**config.mk**
```make
export PLATFORM = sky130hd
export DESIGN_NAME = pwm_encoder
export DESIGN_NICKNAME = d
export VERILOG_FILES = /design/src/rtl/pwm_encoder.sv
export SDC_FILE = /design/constraint.sdc
export NUM_CORES = 1
export LEC_CHECK = 0
export BUFFER_PORTS_ARGS = -buffer_cell sky130_fd_sc_hd__clkbuf_2
export CORE_MARGIN = 3
export CORE_UTILIZATION = 53
export CTS_BUF_LIST = sky130_fd_sc_hd__clkbuf_2 sky130_fd_sc_hd__clkbuf_4 sky130_fd_sc_hd__clkbuf_8
export DETAILED_ROUTE_END_ITERATION = 10
export PLACE_DENSITY_LB_ADDON = 0.12
export SYNTH_ARGS = -nofsm -noshare
export SYNTH_HDL_FRONTEND = slang
export SYNTH_SLANG_ARGS = --single-unit
```
**constraint.sdc**
```tcl
create_clock -name clk -period 2.6 [get_ports clk]
set_input_delay 0.13 -clock clk [delete_from_list [all_inputs] [get_ports clk]]
set_output_delay 0.13 -clock clk [all_outputs]
set_load 0.005 [all_outputs]
```
**src/rtl/pwm_encoder.sv**
```systemverilog
// rtl/pwm_encoder.sv - double-buffered PWM generator with period-aligned duty updates
// and a run/stop FSM that always finishes the current period before idling.
module pwm_encoder #(
  parameter int PRESC_DIV = 196,
  parameter int CNT_W     = 8
) (
  input  logic             clk,
  input  logic             rst,
  input  logic             enable,
  input  logic [CNT_W-1:0] duty_in,
  input  logic             duty_valid,
  output logic             duty_ready,
  output logic [CNT_W-1:0] duty_active,
  output logic             pwm_out,
  output logic             period_start,
  output logic             busy
);

  localparam int PW = (PRESC_DIV > 2) ? $clog2(PRESC_DIV) : 1;
  localparam logic [PW-1:0]    PRESC_MAX = PW'(PRESC_DIV - 1);
  localparam logic [CNT_W-1:0] CNT_MAX   = {CNT_W{1'b1}};

  typedef enum logic [1:0] {S_IDLE, S_RUN, S_STOP} state_t;

  state_t           state_q, state_d;
  logic [PW-1:0]    presc_q, presc_d;
  logic [CNT_W-1:0] cnt_q, cnt_d;
  logic [CNT_W-1:0] duty_q, duty_d;
  logic [CNT_W-1:0] shadow_q, shadow_d;
  logic             pending_q, pending_d;
  logic             pwm_q, pwm_d;
  logic             pstart_q, pstart_d;
  logic             load;
  logic             tick;
  logic             boundary;

  assign tick     = (state_q != S_IDLE) && (presc_q == PRESC_MAX);
  assign boundary = tick && (cnt_q == CNT_MAX);

  always_comb begin
    state_d   = state_q;
    presc_d   = presc_q;
    cnt_d     = cnt_q;
    duty_d    = duty_q;
    shadow_d  = shadow_q;
    pending_d = pending_q;
    pstart_d  = 1'b0;
    load      = 1'b0;

    case (state_q)
      S_IDLE: begin
        if (enable) begin
          state_d  = S_RUN;
          load     = 1'b1;
          pstart_d = 1'b1;
        end
      end
      S_RUN: begin
        if (!enable) state_d = S_STOP;
      end
      S_STOP: begin
        if (enable)        state_d = S_RUN;
        else if (boundary) state_d = S_IDLE;
      end
      default: state_d = S_IDLE;
    endcase

    // A boundary that drops us into idle ends the output, it does not start a period.
    if (boundary) begin
      load = 1'b1;
      if (state_d != S_IDLE) pstart_d = 1'b1;
    end

    if (state_q == S_IDLE) begin
      presc_d = '0;
      cnt_d   = '0;
    end else if (tick) begin
      presc_d = '0;
      cnt_d   = cnt_q + CNT_W'(1);
    end else begin
      presc_d = presc_q + PW'(1);
    end

    // Load needs pending=1 and accept needs pending=0, so they never collide.
    if (load && pending_q) begin
      duty_d    = shadow_q;
      pending_d = 1'b0;
    end else if (duty_valid && !pending_q) begin
      shadow_d  = duty_in;
      pending_d = 1'b1;
    end

    pwm_d = (state_d != S_IDLE) && (cnt_d < duty_d);
  end

  always_ff @(posedge clk) begin
    if (!rst) begin
      state_q   <= S_IDLE;
      presc_q   <= '0;
      cnt_q     <= '0;
      duty_q    <= '0;
      shadow_q  <= '0;
      pending_q <= 1'b0;
      pwm_q     <= 1'b0;
      pstart_q  <= 1'b0;
    end else begin
      state_q   <= state_d;
      presc_q   <= presc_d;
      cnt_q     <= cnt_d;
      duty_q    <= duty_d;
      shadow_q  <= shadow_d;
      pending_q <= pending_d;
      pwm_q     <= pwm_d;
      pstart_q  <= pstart_d;
    end
  end

  assign duty_ready   = !pending_q;
  assign duty_active  = duty_q;
  assign pwm_out      = pwm_q;
  assign period_start = pstart_q;
  assign busy         = (state_q != S_IDLE);

endmodule

```
==> flow_summary.toml <==
[final_layout]
area_growth_pct = 29.8
nFillCells = 245
nets = 258
layout-drive-gt1-share_pct = 34.5
n_antenna_cell = 0

[timing]
max_slew_margin_pct = 77.4
hold_viol = 0
finalCriticalPeriod_ps = 2690
setup_viol = 1
post-route-period-util_pct = 104
tns_ps = -93.9
worst_slack_ps = -93.9
max_freq_ghz = 0.371
grt_setup_unrepaired = "true"
worst_slew_pin_slew_ps = 333
skew_ps = 8.68
slew_violations = 0

[power_and_ir_drop]
pwr-share-comb_pct = 10.7
peakVddDrop_v = 0.000374
clockPowerShare_pct = 31.0
p_sw_mw = 0.241
leakagePower_nw = 0.946
sw_frac_of_total_pct = 23.7
power_density_nw_per_um2 = 445
power_frac_seq_pct = 58.3
intPower_mw = 0.776

[clocking]
htreeDepth = 2
clkSinkCount = 37
cts_root_buf = "clkbuf_4"
clockBufferDepth = 2
cts_tree = "yes"
hold_buffers = 0
clkLatencyLatePin_ps = 340
cts_inserted_buffers = 5
clk_pin_slew_ps = 100
cts_setup_buffers = 0

[flow_run]
cap_violations = 0

[logic_synthesis]
yosysUniqueCellTypes = 38
yosysTopAreaCell = "dfxtp_1"
synth_ff_type = "dfxtp_1"
synth_most_common_cell = "dfxtp_1"
yosys.area.top_type_share_pct = 42.1
ys_seq_elements = 37
syn_nets = 203
synth-seq-area-share_pct = 42.1
synth-async-reset-ratio_pct = 0
syn_inst = 182
synth.top_cells.by_count = "37 x dfxtp_1, 26 x nor2_1, 19 x nor2b_1"
synth_edf_count = 0
ys_top_cells_by_area = "dfxtp_1 42%, mux2i_1 9.7%, nor2b_1 6.8%"
mappedNetlistArea_um2 = 1760
yosys_warnings = 0
avgSynthCellArea_um2 = 9.67

[worst_setup_path]
max_stage_delay_ps = 370
critPathBufInv = 1
worstPathRequired_ps = 2860
crit_slowest_cell = "dfxtp_2"
crit_fanout = 5
cp_top_family = "compound AO/OA/AOI/OAI gates"
cp.arrival_ps = 2950
crit_path_end_kind = "flip-flop"
crit_type = "reg2reg"
crit_path_cell_trace = "ha_4 -> nand3_2 -> or3_1 -> o32ai_2 -> buf_4 -> mux2i_4 -> ha_4 -> a21oi_2 -> nor2_1 -> a2111oi_2 -> o311ai_1 -> o41ai_2"
startpoint_type = "flip-flop"
crit_top_cell = "ha_4"

[floorplan]
rows = 20
dieArea_um2 = 4050
coreArea_um2 = 3100
ioPinCount = 24
start_util_pct = 56.7
die_w_um = 63.6
die_height_um = 63.6

[drt]
vias = 1509
via_per_inst = 5.35
first_iter_violations = 81
wl_per_cell_um = 13.7
wirelength_mm = 3.87
antenna_left = 0
drtPass1Iterations = 4
drcViolationCount = 0

[worst_hold_path]
holdCritPathClass = "in2reg"

[global_route]
grt_usage_pct = 21.3
grt_antenna_before_repair = 0
grt_pass1_vias = 1530
grt_overflow = 0
grt_max_degree = 24
grt_pass1_wl_mm = 6.78

[place]
place_hpwl_mm = 2.92
gp_congestion = 0.833
port_buffers = 23
dp_slack_ps = -117

[outcome]
outcome = "finished, violations left"
violations = "setup timing"
-- repair_timing --
action / in CTS / in global routing
setup endpoints to repair: 1 / 1
pin swaps: 2 / 0
resized for setup: 4 / 7
-- path summary, 6_finish.rpt --
| path | start | end | cells after the start | slack (ps) |
|---|---|---|---|---|
| setup / recovery | cnt_q[1] | pwm_out | 12 | -90 |
| hold / removal | enable | state_q[0] | 2 | 20 |
| setup reg to reg | cnt_q[1] | pwm_out | 12 | -90 |
| hold reg to reg | presc_q[7] | presc_q[7] | 2 | 540 |
-- cell usage in the layout, fill, tap and decap left out, drive strengths merged, types with 5 or more instances in the layout --
cell / count
inv: 5
nor2b: 19
ha: 9
xor2: 7
xnor2: 6
buf: 29
nand3: 10
dfxtp: 37
clkbuf: 31
nand2: 7
nor2: 27
mux2i: 17
-- registers in the layout, summed over array words and instances, names as in the netlist --
signal        cells
pending_q         1
cnt_q             8
period_start      1
duty_active       8
shadow_q          8
state_q           2
pwm_out           1
presc_q           8
-- power groups by stage --
stage          combinational, mW  clock [mW]  sequential [mW]
2_1_floorplan             0.0633           0            0.604
3_3_place_gp               0.103           0            0.605
3_5_place_dp               0.107           0            0.605
4_1_cts                    0.108       0.326            0.593
5_1_grt                    0.121       0.358            0.596
6_report                   0.108       0.316            0.593
-- area by class of cell --
class                   instances  area (µm²)  area share (%)
inverters                       5        21.3           0.931
repair buffers                 52         333            14.6
well taps                      44        55.1            2.41
clock buffers                   8        60.1            2.63
multi-input cells             136        1070            46.8
flip-flops and latches         37         746            32.6
-- cell families (layout without fill, tap and decap cells) --
group                    after synthesis  count (layout)  share of synthesized area (%)
AND/OR/NAND/NOR                       82              82                           26.0
flip-flops                            37              37                           42.1
multiplexers                          17              17                           9.67
AO/OA/AOI/OAI                         15              15                           7.11
XOR/XNOR                              13              13                           6.47
adder cells (fa/ha/maj)                9               9                           6.40
buffers and inverters                  9              65                           2.27
-- layer usage --
| metal | wire length (µm) | global-route usage (%) |
|---|---|---|
| met5 | 0 | 0 |
| met4 | 127 | 9.43 |
| met3 | 186 | 6.06 |
| met2 | 1900 | 36.6 |
| met1 | 1660 | 24.3 |
-- worst reg2reg max path, cell delays in order (launching register included) --
cell and delay, ps:
dfxtp_2 370, ha_4 140, nand3_2 70, or3_1 320, o32ai_2 140, buf_4 200
mux2i_4 280, ha_4 240, a21oi_2 110, nor2_1 50, a2111oi_2 270, o311ai_1 190
o41ai_2 220
-- through the flow --
stage / hold WS, ps / util (%) / total power [mW] / cell area (µm²) / std cells
floorplan: 252 / - / 0.667 / 1790 / 182
global placement: 366 / 69.5 / 0.708 / 2160 / 274
detailed placement: 380 / 69.5 / 0.712 / 2160 / 274
CTS: 8.27 / 72.1 / 1.03 / 2240 / 282
global route: 13.3 / 73.6 / 1.07 / 2280 / 282
finish: 15.4 / 73.6 / 1.02 / 2280 / 282
(Power assumes the default switching activity.)
